[src/rtl/fetch_unit.sv]
`default_nettype none
// ============================================================================
// Module      : fetch_unit
// Description : Instruction-fetch stage in front of a synchronous instruction
//               memory. Owns the program counter, drives the memory address
//               and registers the returned word into the fetch/decode stage
//               with its PC and a valid flag. Supports decode stalls, jump
//               redirects with a one-bubble flush and a HALT opcode that
//               freezes fetch until reset.
// Revision    : 1.0 - initial release
// ============================================================================
module fetch_unit #(
  parameter int                ADDR_W      = 8,
  parameter int                DATA_W      = 32,
  parameter logic [ADDR_W-1:0] RESET_PC    = 8'h00,
  parameter logic [DATA_W-1:0] NOP_INSTR   = 32'h00000000,
  parameter logic [7:0]        HALT_OPCODE = 8'hFF
) (
  input  logic              CLK,
  input  logic              RST,
  input  logic              STALL,
  input  logic              JMP_EN,
  input  logic [ADDR_W-1:0] JMP_ADDR,
  output logic [ADDR_W-1:0] IMEM_ADDR,
  input  logic [DATA_W-1:0] IMEM_DATA,
  output logic [DATA_W-1:0] INSTR,
  output logic [ADDR_W-1:0] INSTR_PC,
  output logic              INSTR_VALID,
  output logic              HALTED
);

  localparam logic [ADDR_W-1:0] PC_ONE = ADDR_W'(1);

  typedef enum logic [0:0] {
    RUN  = 1'b0,
    HALT = 1'b1
  } state_t;

  state_t            state;
  logic [ADDR_W-1:0] pc;        // next address to fetch
  logic [ADDR_W-1:0] pc_d;      // address whose word is currently on IMEM_DATA
  logic              rd_valid;  // pc_d refers to a real outstanding read
  logic [ADDR_W-1:0] addr_mux;
  logic              is_halt_word;

  assign is_halt_word = (IMEM_DATA[DATA_W-1 -: 8] == HALT_OPCODE);

  // Memory address select: jump target first, then re-read of the pending
  // address while stalled (so its word is still on IMEM_DATA after the stall),
  // otherwise the sequential PC. A halted unit just parks on pc.
  always_comb begin
    addr_mux = pc;
    if (state == RUN) begin
      if (JMP_EN) begin
        addr_mux = JMP_ADDR;
      end else if (STALL && rd_valid) begin
        addr_mux = pc_d;
      end
    end
  end

  assign IMEM_ADDR = addr_mux;
  assign HALTED    = (state == HALT);

  // Fetch state machine: PC advance, pipeline-register capture and halt entry.
  always_ff @(posedge CLK or posedge RST) begin
    if (RST) begin
      state       <= RUN;
      pc          <= RESET_PC;
      pc_d        <= '0;
      rd_valid    <= 1'b0;
      INSTR       <= NOP_INSTR;
      INSTR_PC    <= '0;
      INSTR_VALID <= 1'b0;
    end else begin
      case (state)
        RUN: begin
          if (JMP_EN) begin
            // Redirect: the word in flight is from the old stream, squash it.
            pc          <= JMP_ADDR + PC_ONE;
            pc_d        <= JMP_ADDR;
            rd_valid    <= 1'b1;
            INSTR       <= NOP_INSTR;
            INSTR_VALID <= 1'b0;
          end else if (!STALL) begin
            pc          <= pc + PC_ONE;
            pc_d        <= pc;
            rd_valid    <= 1'b1;
            INSTR       <= rd_valid ? IMEM_DATA : NOP_INSTR;
            INSTR_PC    <= pc_d;
            INSTR_VALID <= rd_valid;
            // The halt word itself is delivered; fetch stops from here on.
            if (rd_valid && is_halt_word) begin
              state <= HALT;
            end
          end
        end
        HALT: begin
          rd_valid    <= 1'b0;
          INSTR       <= NOP_INSTR;
          INSTR_VALID <= 1'b0;
        end
        default: state <= RUN;
      endcase
    end
  end

endmodule
`default_nettype wire

[config.mk]
export PLATFORM = sky130hd
export DESIGN_NAME = fetch_unit
export DESIGN_NICKNAME = d
export VERILOG_FILES = /design/src/rtl/fetch_unit.sv
export SDC_FILE = /design/constraint.sdc
export NUM_CORES = 1
export LEC_CHECK = 0
export ABC_AREA = 1
export BUFFER_PORTS_ARGS = -buffer_cell sky130_fd_sc_hd__buf_2
export CAP_MARGIN = 20
export CORE_MARGIN = 3
export CORE_UTILIZATION = 31
export DETAILED_ROUTE_END_ITERATION = 6
export PLACE_DENSITY_LB_ADDON = 0.15
export SYNTH_ARGS = -nofsm -noshare
export SYNTH_HDL_FRONTEND = slang
export SYNTH_SLANG_ARGS = --single-unit
[constraint.sdc]
create_clock -name CLK -period 2.35 [get_ports CLK]
set_clock_uncertainty 0.2 [all_clocks]
set_input_delay 0.3525 -clock CLK [delete_from_list [all_inputs] [get_ports CLK]]
set_output_delay 0.3525 -clock CLK [all_outputs]
set_load 0.01 [all_outputs]
# After elaboration in Yosys (flattened, before gate mapping)
# Index checks and enable logic that the tools add are counted.
[totals]
ff_bits = 59
output_inout_bits = 50
in_bits = 44
[classes]
n_bitwise = 3
muxes = 21
add_sub_neg = 2
reduce_logical = 4
eq_ne = 3
[ops]
columns = ["operator", "count"]
rows = [
  ["32-bit two-way mux", 3],
  ["32-bit case mux with 2 select lines", 1],
  ["8-bit two-way mux", 7],
  ["8-bit by 1-bit adder with 8-bit output (second input constant)", 2],
  ["8-bit == test (second input constant)", 1],
  ["1-bit two-way mux", 8],
  ["1-bit case mux with 2 select lines", 2],
  ["3-bit inequality test (second input constant)", 1],
  ["1-bit inverter", 3],
  ["3-bit AND reduction", 1],
  ["1-bit logical AND", 2],
  ["2-bit by 1-bit inequality test with 1-bit output (second input constant)", 1],
  ["2-bit AND reduction", 1],
]

# Longest topological paths before layout
[depth]
ltp_word = 6
ltp_mapped = 9
ltp_nobuf = 9

# Worst setup path before layout
# Ideal clock, no wire load.
[synth_path]
path_type = "register to output"
startpoint = "register rd_valid"
endpoint = "output port IMEM_ADDR[4]"
required_time_ps = 1798
n_path_buf = 2
setup_slack_ps = 657
path_stages_with_launch = 6
arrival_time_ps = 1141
path_cell_list = "dfrtp_1 -> buf_2 -> nand2_1 -> buf_2 -> o21ai_0 -> o221ai_1"
[synth_via]
elab_chain_len = 4
[synth_lines]
columns = ["element", "line", "rtl"]
rows = [
  ["from (decl)", "42", "logic rd_valid;"],
  ["from (signal assigned)", "71", "rd_valid <= 1'b0;"],
  ["from (signal assigned)", "82", "rd_valid <= 1'b1;"],
  ["from (signal assigned)", "88", "rd_valid <= 1'b1;"],
  ["1-bit logical AND", "56", "end else if (STALL && rd_valid) begin"],
  ["8-bit two-way mux", "56", ""],
  ["8-bit two-way mux", "54", "if (JMP_EN) begin"],
  ["8-bit two-way mux", "53", "if (state == RUN) begin"],
  ["to (decl)", "24", "output logic [ADDR_W-1:0] IMEM_ADDR,"],
]
# No other way between the ends.

# Final worst setup path
[layout_path]
startpoint = "register rd_valid"
endpoint = "output port IMEM_ADDR[3]"
# Same word-level chain as after synthesis.

==> impl_metrics.prom <==
# TYPE chip_impl_metric gauge
chip_impl_metric{name="die_w",unit="um"} 103
chip_impl_metric{name="insertion_delay",unit="ns"} 0.33
chip_impl_metric{name="power_switching",unit="uW"} 780
chip_impl_metric{name="setup_violations",unit=""} 0
chip_impl_metric{name="antenna_found_initial",unit=""} 0
chip_impl_metric{name="finalCoreUtilization",unit=""} 0.412
chip_impl_metric{name="finalWirelength",unit="um"} 7940
chip_impl_info{name="cts_tree",value="yes"} 1
chip_impl_metric{name="mappedNetlistNets",unit=""} 390
chip_impl_metric{name="final-hold-violation-count",unit=""} 0
chip_impl_metric{name="power.share.clock",unit=""} 0.353
chip_impl_metric{name="internal_power",unit="uW"} 1820
chip_impl_metric{name="detailed_router_s_first_iteration_violation_count",unit=""} 89
chip_impl_metric{name="via_count",unit=""} 2712
chip_impl_metric{name="ir_worst_vdd",unit="mV"} 0.343
chip_impl_info{name="outcome",value="finished clean"} 1
chip_impl_metric{name="synth_top_area_frac",unit=""} 0.506
chip_impl_info{name="synth_largest_area_cell",value="sky130_fd_sc_hd__dfrtp_1"} 1
chip_impl_metric{name="fp.dieArea",unit="um2"} 10600
chip_impl_metric{name="io_buffers",unit=""} 93
chip_impl_info{name="critical_path_class",value="flip-flop to primary output"} 1
chip_impl_metric{name="route.antenna.remaining_nets",unit=""} 0
chip_impl_metric{name="fmax",unit="MHz"} 500
chip_impl_metric{name="grt_use_total",unit=""} 0.157
chip_impl_metric{name="synth_cell_types",unit=""} 30
chip_impl_info{name="rsz0062_at_grt",value="false"} 1
chip_impl_metric{name="first_global_vias",unit=""} 2682
chip_impl_metric{name="cts.sinks",unit=""} 59
chip_impl_metric{name="timing.max_slew.rel_slack",unit=""} 0.750
chip_impl_metric{name="wire_per_inst",unit="um"} 14.4
chip_impl_metric{name="boundaryPins",unit=""} 94
chip_impl_metric{name="worstPathRequired",unit="ns"} 1.80
chip_impl_metric{name="diodes",unit=""} 0
chip_impl_metric{name="yosysWarningCount",unit=""} 0
chip_impl_metric{name="drive_gt1_frac",unit=""} 0.328
chip_impl_info{name="startpoint_type",value="flip-flop"} 1
chip_impl_metric{name="worst_case_setup_margin_in_the_final_layout",unit="ns"} 0.349
chip_impl_metric{name="placedInstanceArea",unit="um2"} 3470
chip_impl_metric{name="die_h",unit="um"} 103
chip_impl_metric{name="syn-cell-area",unit="um2"} 2920
chip_impl_metric{name="final_design_area_no_fill",unit="um2"} 3680
chip_impl_metric{name="cts-buffers-inserted",unit=""} 9
chip_impl_metric{name="report.final.slew_viol_count",unit=""} 0
chip_impl_metric{name="synth_edf_count",unit=""} 0
chip_impl_metric{name="initial_core_util",unit=""} 0.327
chip_impl_info{name="min_path_type",value="input pin to flip-flop"} 1
chip_impl_metric{name="layout.nets",unit=""} 482
chip_impl_metric{name="layout_worst_path_cycle_share",unit=""} 0.852
chip_impl_metric{name="cts.repair_timing.setup_buffer_count",unit=""} 0
chip_impl_metric{name="grt_max_degree",unit=""} 60
chip_impl_metric{name="flow.area_growth_from_synthesis",unit="%"} 26.0
chip_impl_metric{name="std_cell_rows",unit=""} 34
chip_impl_metric{name="n_fill_cell",unit=""} 935
chip_impl_metric{name="route.detailed.vias_per_inst",unit=""} 4.93
chip_impl_metric{name="power.switching_fraction",unit=""} 0.300
chip_impl_metric{name="hpwlAfterDp",unit="um"} 5450
chip_impl_info{name="synth.cells.most_frequent",value="sky130_fd_sc_hd__nand2_1, sky130_fd_sc_hd__nand3_1, sky130_fd_sc_hd__dfrtp_1"} 1
chip_impl_metric{name="cts.clk_slew.worst_paths",unit="ns"} 0.07
chip_impl_metric{name="async_set_or_reset_register_ratio_after_synthesis",unit=""} 1.00
chip_impl_metric{name="max_fo_critical_path",unit=""} 17
chip_impl_metric{name="worstMarginPinSlew",unit="ns"} 0.375
chip_impl_metric{name="drcViolationCount",unit=""} 0
chip_impl_metric{name="floorplan.core_area",unit="um2"} 8930
chip_impl_metric{name="maximum_clock_insertion_buffer_count",unit=""} 2
chip_impl_metric{name="grt_pass1_wl",unit="um"} 12900
chip_impl_metric{name="globalRoute.totalOverflow",unit=""} 0
chip_impl_info{name="post-synth-top-count-cell",value="sky130_fd_sc_hd__nand2_1"} 1
chip_impl_metric{name="arrival",unit="ns"} 1.45
chip_impl_info{name="yosys-top-cells-area",value="sky130_fd_sc_hd__dfrtp_1, sky130_fd_sc_hd__nand2_1, sky130_fd_sc_hd__nand3_1, sky130_fd_sc_hd__o21ai_0, sky130_fd_sc_hd__o221ai_1"} 1
chip_impl_metric{name="synth_area_per_cell",unit="um2"} 8.46
chip_impl_metric{name="powerDensity",unit="nW/um2"} 707
chip_impl_info{name="dominantRegCellSynth",value="sky130_fd_sc_hd__dfrtp_1"} 1
chip_impl_metric{name="drt-pass1-iter-count",unit=""} 4
chip_impl_metric{name="cts-htree-levels",unit=""} 3
chip_impl_metric{name="hold_ws",unit="ns"} 0.0448
chip_impl_metric{name="p_comb_frac",unit=""} 0.195
chip_impl_metric{name="maxCapViolations",unit=""} 0
chip_impl_metric{name="leakagePower",unit="uW"} 0.00204
chip_impl_metric{name="synth.yosys.seq_area_share",unit=""} 0.506
chip_impl_metric{name="place_congestion",unit=""} 0.771
chip_impl_metric{name="synthCells",unit=""} 345
chip_impl_metric{name="ys_ff_latch",unit=""} 59
chip_impl_metric{name="fin_setup_tns",unit="ns"} 0
chip_impl_metric{name="power_frac_seq",unit=""} 0.452
chip_impl_info{name="clock_tree.root_cell",value="sky130_fd_sc_hd__clkbuf_8"} 1
chip_impl_metric{name="fin_crit",unit="ns"} 2.00
chip_impl_metric{name="pre_cts_ws",unit="ns"} 0.238
chip_impl_info{name="timing.critical_path.to_type",value="primary output"} 1
-- layout make-up --
cell class              count  area, um2  area share
clock buffers              11        141      0.0384
clock inverters             5       52.6      0.0143
inverters                  19       71.3      0.0194
multi-input cells         245       1240       0.339
flip-flops and latches     59       1480       0.401
well taps                 108        135      0.0367
repair buffers            103        556       0.151
-- worst max-delay path: stages, from the launching register on --
cell	delay (ns)
sky130_fd_sc_hd__dfrtp_1	0.39
sky130_fd_sc_hd__nand2_2	0.26
sky130_fd_sc_hd__o21ai_0	0.12
sky130_fd_sc_hd__o221ai_1	0.17
sky130_fd_sc_hd__buf_2	0.17
-- worst paths after layout --
check | start | slack (ns) | endpoint | cells after the start
worst max-delay path | rd_valid | 0.35 | IMEM_ADDR[3] | 4
worst min-delay path | IMEM_DATA[14] | 0.04 | INSTR[14] | 3
worst max register to register | HALTED | 0.63 | pc[3] | 6
worst min register to register | INSTR_PC[6] | 0.27 | INSTR_PC[6] | 2
max in group asynchronous | RST | 1.25 | INSTR[23] | 4
min in group asynchronous | RST | 0.43 | INSTR[17] | 4
-- cell families (layout without fill, tap and decap cells) --
group | Yosys count | after routing | share of synthesized area
fa+ha+maj | 1 | 1 | 0.00429
buf+inv | 41 | 138 | 0.0682
compound gates | 42 | 42 | 0.101
flops | 59 | 59 | 0.506
simple gates | 202 | 202 | 0.321
-- routing by layer --
metal / share of wire / vias to the layer above / wire (um) / track usage
met2: 0.46 / 75 / 3620 / 0.258
met3: 0.055 / 10 / 436 / 0.0304
li1: - / 1340 / - / -
met5: 0 / - / 0 / 0
met4: 0.015 / 0 / 120 / 0.0618
met1: 0.47 / 1287 / 3760 / 0.204
-- sequential cells by signal (all words and copies together), names as in the netlist --
signal / flops
INSTR: 32
INSTR_PC: 8
pc: 8
pc_d: 8
HALTED: 1
INSTR_VALID: 1
rd_valid: 1
-- power by group through the flow --
stage               Combinational, uW  Clock [uW]  Sequential (uW)
global placement                  512           0             1190
finish                            507         918             1180
CTS                               518         960             1180
global route                      577        1000             1190
detailed placement                516           0             1190
floorplan                         305           0             1210
-- what timing repair did --
| item | 4_1_cts | 5_1_grt |
|---|---|---|
| endpoints found under the setup margin | 0 | 1 |
| resized for setup | 0 | 1 |
| hold endpoints to repair | 59 | 0 |
| hold buffers | 1 | 0 |
-- cells in the final DEF, fill, tap and decap left out, drive strengths merged, types with 3 or more instances in the layout --
master  instances
a21oi           3
buf           102
clkbuf         11
clkinv          3
dfrtp          59
inv            19
nand2         114
nand3          77
nor2            9
o21a            5
o21ai          21
o221ai          8
-- through the flow --
stage	total power, uW	instances
global placement	1710	533
global route	2770	550
floorplan	1520	345
detailed placement	1710	533
CTS	2650	550
finish	2600	550
(Power assumes the default switching activity.)
